[src/rtl/imm_gen_stage.sv]
// -----------------------------------------------------------------------------
// imm_gen_stage
//   Registered immediate generator that sits between fetch/decode and execute.
//   The immediate format is decoded from the opcode itself. The immediate is
//   extended to XLEN and returned together with its type code, an illegal flag
//   and an unmodified sideband tag (normally the PC). A 2-entry skid buffer
//   (main register M, skid register K) decouples upstream and downstream
//   handshakes. A synchronous flush drops every buffered entry.
//
// Handshake (both sides): a transfer happens on a rising edge where valid and
//   ready are both high. A producer holding valid keeps its payload stable
//   until the transfer. o_ready is a flop output and never depends
//   combinationally on i_ready.
//
// Parameters
//   XLEN   result width, 32 or 64
//   TAG_W  width of the sideband tag
//   ZIMM   1: SYSTEM with funct3[2]=1 decodes as Z (5-bit uimm)
//          0: decodes as zero-extended I (CSR address)
//
// Ports
//   i_clk, i_rst       clock (rising edge), synchronous active-high reset
//   i_flush            synchronous flush, drops all buffered entries
//   i_valid, o_ready   upstream handshake
//   i_instr, i_tag     upstream payload (instruction word, sideband tag)
//   o_valid, i_ready   downstream handshake
//   o_imm              extended immediate
//   o_imm_type         0=I 1=S 2=B 3=J 4=U 5=Z 7=none
//   o_illegal          opcode has no immediate decode
//   o_tag              tag belonging to o_imm
// -----------------------------------------------------------------------------
module imm_gen_stage #(
  parameter int XLEN  = 32,
  parameter int TAG_W = 32,
  parameter int ZIMM  = 1
) (
  input  logic             i_clk,
  input  logic             i_rst,
  input  logic             i_flush,
  input  logic             i_valid,
  output logic             o_ready,
  input  logic [31:0]      i_instr,
  input  logic [TAG_W-1:0] i_tag,
  output logic             o_valid,
  input  logic             i_ready,
  output logic [XLEN-1:0]  o_imm,
  output logic [2:0]       o_imm_type,
  output logic             o_illegal,
  output logic [TAG_W-1:0] o_tag
);

  generate
    if (XLEN != 32 && XLEN != 64) begin : g_bad_xlen
      $error("imm_gen_stage: XLEN must be 32 or 64");
    end
  endgenerate

  localparam logic [2:0] TYPE_I    = 3'd0;
  localparam logic [2:0] TYPE_S    = 3'd1;
  localparam logic [2:0] TYPE_B    = 3'd2;
  localparam logic [2:0] TYPE_J    = 3'd3;
  localparam logic [2:0] TYPE_U    = 3'd4;
  localparam logic [2:0] TYPE_Z    = 3'd5;
  localparam logic [2:0] TYPE_NONE = 3'd7;

  localparam logic [6:0] OPC_LOAD   = 7'b0000011;
  localparam logic [6:0] OPC_OP_IMM = 7'b0010011;
  localparam logic [6:0] OPC_JALR   = 7'b1100111;
  localparam logic [6:0] OPC_STORE  = 7'b0100011;
  localparam logic [6:0] OPC_BRANCH = 7'b1100011;
  localparam logic [6:0] OPC_JAL    = 7'b1101111;
  localparam logic [6:0] OPC_LUI    = 7'b0110111;
  localparam logic [6:0] OPC_AUIPC  = 7'b0010111;
  localparam logic [6:0] OPC_SYSTEM = 7'b1110011;
  localparam logic [6:0] OPC_OP     = 7'b0110011;
  localparam logic [6:0] OPC_FENCE  = 7'b0001111;

  // ---------------------------------------------------------------------------
  // Combinational decode of the incoming word
  // ---------------------------------------------------------------------------
  logic [XLEN-1:0] dec_imm;
  logic [2:0]      dec_type;
  logic            dec_illegal;

  always_comb begin
    dec_imm     = '0;
    dec_type    = TYPE_NONE;
    dec_illegal = 1'b0;
    case (i_instr[6:0])
      OPC_LOAD, OPC_OP_IMM, OPC_JALR: begin
        dec_imm  = XLEN'($signed(i_instr[31:20]));
        dec_type = TYPE_I;
      end
      OPC_STORE: begin
        dec_imm  = XLEN'($signed({i_instr[31:25], i_instr[11:7]}));
        dec_type = TYPE_S;
      end
      OPC_BRANCH: begin
        dec_imm  = XLEN'($signed({i_instr[31], i_instr[7], i_instr[30:25],
                                  i_instr[11:8], 1'b0}));
        dec_type = TYPE_B;
      end
      OPC_JAL: begin
        dec_imm  = XLEN'($signed({i_instr[31], i_instr[19:12], i_instr[20],
                                  i_instr[30:21], 1'b0}));
        dec_type = TYPE_J;
      end
      OPC_LUI, OPC_AUIPC: begin
        // Sign extension only has an effect when XLEN=64.
        dec_imm  = XLEN'($signed({i_instr[31:12], 12'b0}));
        dec_type = TYPE_U;
      end
      OPC_SYSTEM: begin
        if (i_instr[14] && (ZIMM != 0)) begin
          dec_imm  = XLEN'(i_instr[19:15]);
          dec_type = TYPE_Z;
        end else begin
          // CSR address: an index, so zero-extended.
          dec_imm  = XLEN'(i_instr[31:20]);
          dec_type = TYPE_I;
        end
      end
      OPC_OP, OPC_FENCE: begin
        dec_type = TYPE_NONE;
      end
      default: begin
        dec_illegal = 1'b1;
      end
    endcase
  end

  // ---------------------------------------------------------------------------
  // Skid buffer: M drives the outputs, K catches an accept while M is held.
  // Invariant: K is only ever valid while M is valid, and ready_q == !k_valid.
  // ---------------------------------------------------------------------------
  logic             m_valid;
  logic [XLEN-1:0]  m_imm;
  logic [2:0]       m_type;
  logic             m_illegal;
  logic [TAG_W-1:0] m_tag;

  logic             k_valid;
  logic [XLEN-1:0]  k_imm;
  logic [2:0]       k_type;
  logic             k_illegal;
  logic [TAG_W-1:0] k_tag;

  logic             ready_q;
  logic             accept;
  logic             m_free;

  assign accept = i_valid & ready_q;
  // M can take new content when it is empty or is delivered this cycle.
  assign m_free = ~m_valid | i_ready;

  always_ff @(posedge i_clk) begin
    if (i_rst) begin
      m_valid   <= 1'b0;
      m_imm     <= '0;
      m_type    <= '0;
      m_illegal <= 1'b0;
      m_tag     <= '0;
      k_valid   <= 1'b0;
      k_imm     <= '0;
      k_type    <= '0;
      k_illegal <= 1'b0;
      k_tag     <= '0;
      ready_q   <= 1'b1;
    end else if (i_flush) begin
      // Data registers keep their stale contents; only the valid bits matter.
      m_valid <= 1'b0;
      k_valid <= 1'b0;
      ready_q <= 1'b1;
    end else if (m_free) begin
      if (k_valid) begin
        // ready_q was low, so no accept can coincide with this move.
        m_valid   <= 1'b1;
        m_imm     <= k_imm;
        m_type    <= k_type;
        m_illegal <= k_illegal;
        m_tag     <= k_tag;
        k_valid   <= 1'b0;
        ready_q   <= 1'b1;
      end else if (accept) begin
        m_valid   <= 1'b1;
        m_imm     <= dec_imm;
        m_type    <= dec_type;
        m_illegal <= dec_illegal;
        m_tag     <= i_tag;
      end else begin
        m_valid <= 1'b0;
      end
    end else if (accept) begin
      // M is held by the consumer: park the new entry in K and stop upstream.
      k_valid   <= 1'b1;
      k_imm     <= dec_imm;
      k_type    <= dec_type;
      k_illegal <= dec_illegal;
      k_tag     <= i_tag;
      ready_q   <= 1'b0;
    end
  end

  assign o_ready    = ready_q;
  assign o_valid    = m_valid;
  assign o_imm      = m_imm;
  assign o_imm_type = m_type;
  assign o_illegal  = m_illegal;
  assign o_tag      = m_tag;

endmodule

[config.mk]
export PLATFORM = sky130hd
export DESIGN_NAME = imm_gen_stage
export DESIGN_NICKNAME = d
export VERILOG_FILES = /design/src/rtl/imm_gen_stage.sv
export SDC_FILE = /design/constraint.sdc
export NUM_CORES = 1
export LEC_CHECK = 0
export ABC_AREA = 1
export CAP_MARGIN = 20
export CORE_ASPECT_RATIO = 1.2
export CORE_MARGIN = 8
export CORE_UTILIZATION = 50
export DETAILED_ROUTE_END_ITERATION = 16
export GPL_TIMING_DRIVEN = 0
export HOLD_SLACK_MARGIN = 0.06
export PLACE_DENSITY = 0.79
export SLEW_MARGIN = 20
export SYNTH_ARGS = -nofsm -noshare
export SYNTH_HDL_FRONTEND = slang
export SYNTH_SLANG_ARGS = --single-unit
[constraint.sdc]
create_clock -name i_clk -period 2.2 [get_ports i_clk]
set_input_delay 0.66 -clock i_clk [delete_from_list [all_inputs] [get_ports i_clk]]
set_output_delay 0.66 -clock i_clk [all_outputs]
set_load 0.05 [all_outputs]
# Word-level counts from Yosys, hierarchy flattened
# Cells that the tools add are included.
# totals
output_inout_bits	70
rom_bits	0
n_memories	0
inputBits	69
regBits	139
mem_bits_rw	0
word_cells	56
latch_bits	0
# op_classes
n_mul	0
bitwise	5
mux	18
n_addsub	0
n_reduce_logical	10
magnitude_cmp	0
shift	0
n_eq_ne	12
n_div	0
# op_table
operator	count
$pmux W32 S6	1
$mux W32	4
$eq A7 B7 Y1 const B	4
$eq A7 B6 Y1 const B	3
$pmux W3 S6	1
$eq A7 B5 Y1 const B	2
$mux W12	1
$reduce_or A11 Y1	1
$mux W3	3
$mux W1	8
$eq A7 B2 Y1 const B	1
$eq A7 B4 Y1 const B	1
$reduce_and A3 Y1	2
$reduce_or A3 Y1	2
$reduce_bool A2 Y1	2
$reduce_or A2 Y1	2
$not A1 Y1	3
$ne A2 B2 Y1 const B	1
$reduce_and A2 Y1	1
$and A1 B1 Y1	1
$or A1 B1 Y1	1

# Logic depth before layout (Yosys ltp)
# Gate-level depths: netlist of run 1.
# depth
depth_word	5
depth_mapped	11
mapped_depth_nobuf	10

# Least setup slack after synthesis of run 1
# OpenSTA, ideal clock, no wires.
# synth_timing
path_kind	reg-to-reg
startpoint	reg m_valid (netlist: o_valid)
endpoint	reg k_imm[31]
required_ps	2091
path_stages_with_launch	10
setup_slack_ps	466
arrival_time_ps	1625
synth_period_minus_slack_ps	1734
setup_ps	109
n_path_buf	2
path_cell_list	dfxtp_1 > inv_1 > nor2_4 > nand4_4 > inv_1 > buf_4 > buf_2 > o21ai_0 > nand2_1 > inv_1
# synth_between
elab_chain_len	4
# synth_rtl
item	line	source
start, declared	136	logic m_valid;
start signal, assigned	158	m_valid <= 1'b0;
start signal, assigned	171	m_valid <= 1'b0;
start signal, assigned	177	m_valid <= 1'b1;
$not A1 Y1	154	assign m_free = ~m_valid | i_ready;
$or A1 B1 Y1	154	
$not A1 Y1 (no source line)	--	
$reduce_and A3 Y1 (no source line)	--	
end signal, assigned	196	k_imm <= dec_imm;
end, declared	143	logic [XLEN-1:0] k_imm;
# Every way passes these cells.
# A chain may end at the register's enable or synchronous reset.

# Worst setup path after layout of run 1
# layout_timing
startpoint	in i_valid
endpoint	reg m_tag[2] (netlist: o_tag[2])
# layout_between
elab_chain_len	3
# layout_rtl
item	line	source
start, declared	40	input logic i_valid,
$and A1 B1 Y1	152	assign accept = i_valid & ready_q;
$reduce_bool A2 Y1 (no source line)	--	
$reduce_and A3 Y1 (no source line)	--	
end signal, assigned	181	m_tag <= k_tag;
end signal, assigned	189	m_tag <= i_tag;
end, declared	140	logic [TAG_W-1:0] m_tag;
# Every way passes these cells.

==> run summary, run 1 <==
SETUP PATH
-------------------------------------------------------------------------------------
Largest fanout on the critical path ....................................           10
Data arrival time of the critical path .................................      2.32 ns
Element type at the critical path start ................................    input pin
Cell-by-cell listing of the critical path .............................. clkdlybuf4s50_1 > nand2_1 > nand2_2 > nand3_4 > clkinv_2 > clkbuf_1 > a31oi_1
Worst-case reg-to-reg path depth .......................................            7
Required time of the critical path .....................................      2.46 ns
Crit Path Class ........................................................ input pin to register
Largest stage delay on the critical path ...............................      0.54 ns
Capturing element type of the critical path ............................     register
Critical Path Start ....................................................      i_valid
Startpoint of the worst-slack reg-to-reg timing path ................... k_valid$_SDFFE_PP0P_
Cell type of the slowest stage on the worst timing path ................ sky130_fd_sc_hd__clkdlybuf4s50_1

RUN
-------------------------------------------------------------------------------------
Max cap viols ..........................................................            0

STA
-------------------------------------------------------------------------------------
Final Critical Period ..................................................      2.06 ns
Number of slew-limit violations in the final report ....................            0
Max-slew headroom ......................................................        61.1%
Part of the cycle the worst path needs .................................        93.5%
Finish-stage setup viols ...............................................            0
Smallest setup slack after layout ......................................     0.142 ns
Transition time at the pin with the least slew margin ..................     0.583 ns
Fmax ...................................................................    0.486 GHz
Setup repair after global routing missed its margin ....................        false
Worst clock skew on the final layout ...................................   0.00537 ns
Hold Fails Final Rpt ...................................................            0

FLOORPLANNING
-------------------------------------------------------------------------------------
Core ar. ...............................................................  0.0126 mm^2
Chip Width .............................................................       120 um
# rows .................................................................           45
Area of the die ........................................................  0.0168 mm^2
Initial cell density of the core .......................................        51.2%
Number of top-level pins ...............................................          139
Die Span Y .............................................................       141 um

DRT
-------------------------------------------------------------------------------------
Detailed-route via count ...............................................        6,882
Count of routing violations after the opening detailed-route iteration .          611
Number of design rule violations left after detail routing .............            0
DRT Pass-1 Iters .......................................................            7
Total wire length after detailed routing ...............................    20,400 um
Remaining antenna violation count ......................................            0
Number of vias per cell after detailed routing .........................         5.35
WL/cell ................................................................      15.8 um

PWR
-------------------------------------------------------------------------------------
IR drop worst, VDD .....................................................   0.000528 V
Power density cells ....................................................  791 mW/mm^2
Leakage component of the power .........................................   0.00418 uW
Post-layout total power ................................................      6820 uW

CTS
-------------------------------------------------------------------------------------
Total of hold buffers inserted after clock tree synthesis ..............            0
Post-CTS setup repair buffer count .....................................            0
Clock insertion delay at the later pin of the skew report ..............      0.41 ns
CTS tree ...............................................................         done
Total CTS buffers ......................................................           17
CTS HTree Levels .......................................................            4
Clock Root Buffer ...................................................... sky130_fd_sc_hd__clkbuf_16
Clk buf depth ..........................................................            2
CTS sink count .........................................................          139
Clock transition at the registers of the reported paths ................      0.06 ns

WORST HOLD PATH
-------------------------------------------------------------------------------------
Worst hold path startpoint ............................................. k_tag[23]$_SDFFE_PP0P_
Number of cells traversed by the worst hold path .......................            2
Path class of the lowest-slack min-delay path .......................... register to register

LAYOUT
-------------------------------------------------------------------------------------
Growth of design area from synthesis to finish .........................        33.4%
Share of layout cells above drive strength 1 ...........................        7.75%
Nets ...................................................................        1,180
Ant. Diodes ............................................................            0

RUN STATUS
-------------------------------------------------------------------------------------
Run status .............................................................    completed

SYNTH
-------------------------------------------------------------------------------------
Main area contributors after synthesis ................................. sky130_fd_sc_hd__dfxtp_1 (43%), sky130_fd_sc_hd__nand2_1 (11%), sky130_fd_sc_hd__nor2_1 (10%)
Synth warn .............................................................            0
Post-synth top area share ..............................................        43.1%
Share of synthesized area occupied by flip-flops and latches ...........        43.1%
Cell taking the most area after synthesis .............................. sky130_fd_sc_hd__dfxtp_1
Library cells used by synthesis ........................................           24
Number of storage elements in the synthesis netlist ....................          139
Netlist area before placement .......................................... 0.00646 mm^2
Net Count, Synth .......................................................        1,024
Post-synthesis instance total ..........................................          955
Mean instance size in the synthesized netlist ..........................    6.76 um^2

GRT
-------------------------------------------------------------------------------------
Overall overflow remaining after global route ..........................            0
Largest net degree at the start of global routing ......................           17
Initial antenna violation count ........................................            0
GRT Total Usage ........................................................        24.0%
First-pass GRT wire length .............................................    33,200 um
Vias in the first global route .........................................        6,651

PLACEMENT
-------------------------------------------------------------------------------------
Gpl congestion .........................................................        0.925
Detail Placement HPWL ..................................................    15,000 um
Setup WS pre-CTS .......................................................    -0.366 ns
Port Buffer Count ......................................................          137

==> per-stage QoR <==
step	hold slack (ns)	TNS, ns	std cells	util [%]	area, um^2
2_1_floorplan	0.455	0	955	-	6460
3_3_place_gp	0.462	-23.36	1256	63.7	8040
3_5_place_dp	0.471	-27.22	1256	63.7	8040
4_1_cts	0.475	0	1287	68.3	8610
5_1_grt	0.501	0	1287	68.3	8620
6_report	0.472	0	1287	68.3	8620
==> cell type report <==
cell class | count | area (um^2)
Multi-Input combinational cell | 689 | 3120
Tap cell | 164 | 205
Sequential cell | 139 | 2780
Buffer | 69 | 348
Fill cell | 1141 | 4000
Inverter | 58 | 219
Timing Repair Buffer | 137 | 1290
Clock inverter | 10 | 188
Clock buffer | 21 | 470
==> registers in the layout, indices dropped and copies added (netlist names) <==
register,cells
k_imm,32
k_tag,32
o_imm,32
o_tag,32
k_type,3
o_imm_type,3
k_illegal,1
k_valid,1
o_illegal,1
o_ready,1
o_valid,1
==> cells by family after synthesis <==
kind of cell	after synthesis	synth area share, %
compound gates	270	21.6
flops	139	43.1
buf+inv	127	8.68
simple gates	419	26.6
==> critical path, delay by kind of cell <==
kind / cells / cell delay, ns
and+or+nand+nor: 3 / 0.36
buffers and inverters: 3 / 1.13
AOI/OAI and AO/OA: 1 / 0.16
==> final timing paths <==
kind / endpoint / slack (ns)
max: o_tag[2]$_SDFFE_PP0P_ / 0.14
min: o_tag[23]$_SDFFE_PP0P_ / 0.47
max reg2reg: o_imm[31]$_SDFFE_PP0P_ / 0.46
min reg2reg: o_tag[23]$_SDFFE_PP0P_ / 0.47
==> power by group <==
group          leakage (uW)  internal [uW]  total (uW)  switching [uW]
logic               0.00273            313         973             660
clock network      0.000316           2100        3160            1060
registers           0.00113           2630        2680            52.0
total               0.00418           5040        6820            1780
==> per-layer routing <==
layer / global-route usage, % / vias to the layer above / wire length, um
met5: 0 / - / 0
met4: 9.16 / 0 / 528
met3: 4.87 / 42 / 1310
met2: 42.0 / 256 / 10100
met1: 28.0 / 3147 / 8470
li1: - / 3437 / -
==> placed cells by master (no fill, tap or decap) <==
| master | instances |
|---|---|
| sky130_fd_sc_hd__clkinvlp_4 | 2 |
| sky130_fd_sc_hd__clkbuf_8 | 3 |
| sky130_fd_sc_hd__nand3_1 | 41 |
| sky130_fd_sc_hd__dlymetal6s2s_1 | 1 |
| sky130_fd_sc_hd__inv_2 | 3 |
| sky130_fd_sc_hd__nand3_2 | 1 |
| sky130_fd_sc_hd__clkbuf_1 | 34 |
| sky130_fd_sc_hd__nand2_2 | 8 |
| sky130_fd_sc_hd__o21bai_1 | 1 |
| sky130_fd_sc_hd__buf_2 | 18 |
| sky130_fd_sc_hd__dfxtp_1 | 139 |
| sky130_fd_sc_hd__o21ai_0 | 126 |
| sky130_fd_sc_hd__clkbuf_2 | 5 |
| sky130_fd_sc_hd__nor2_2 | 3 |
| sky130_fd_sc_hd__o21ai_1 | 23 |
| sky130_fd_sc_hd__clkinv_4 | 1 |
| sky130_fd_sc_hd__a31oi_1 | 33 |
| sky130_fd_sc_hd__buf_4 | 8 |
| sky130_fd_sc_hd__bufinv_16 | 5 |
| sky130_fd_sc_hd__nor2_4 | 4 |
| sky130_fd_sc_hd__buf_6 | 4 |
| sky130_fd_sc_hd__clkdlybuf4s50_1 | 67 |
| sky130_fd_sc_hd__clkinv_2 | 2 |
| sky130_fd_sc_hd__nand2_1 | 182 |
| sky130_fd_sc_hd__inv_6 | 1 |
| sky130_fd_sc_hd__o211ai_1 | 1 |
| sky130_fd_sc_hd__nand3_4 | 1 |
| sky130_fd_sc_hd__buf_1 | 1 |
| sky130_fd_sc_hd__a21oi_1 | 86 |
| sky130_fd_sc_hd__inv_1 | 54 |
| sky130_fd_sc_hd__nor2_1 | 178 |
| sky130_fd_sc_hd__clkbuf_16 | 17 |
| sky130_fd_sc_hd__nand4_4 | 1 |
| sky130_fd_sc_hd__dlygate4sd2_1 | 69 |
==> synthesized netlist by cell type (all sizes together) <==
master  count
nand4       1
nand3      43
inv        57
o21bai      1
clkinv      1
a21oi      86
clkbuf     38
nand2     190
nor2      185
o211ai      1
dfxtp     139
buf        31
a31oi      33
o21ai     149
==> repair_timing <==
item / CTS / global route
endpoints found under the hold margin: 0 / 0
cloned: 0 / 0
setup endpoints to repair: 69 / 40
gates resized for setup: 69 / 11
Note: power is estimated with default switching activity, not from simulation.
==> inputs of run 2 (changes only) <==
- ABC_CLOCK_PERIOD_IN_PS: not set -> 2200
==> results of run 2 <==
The final DEF is identical to that of run 1; final timing and power are the same.
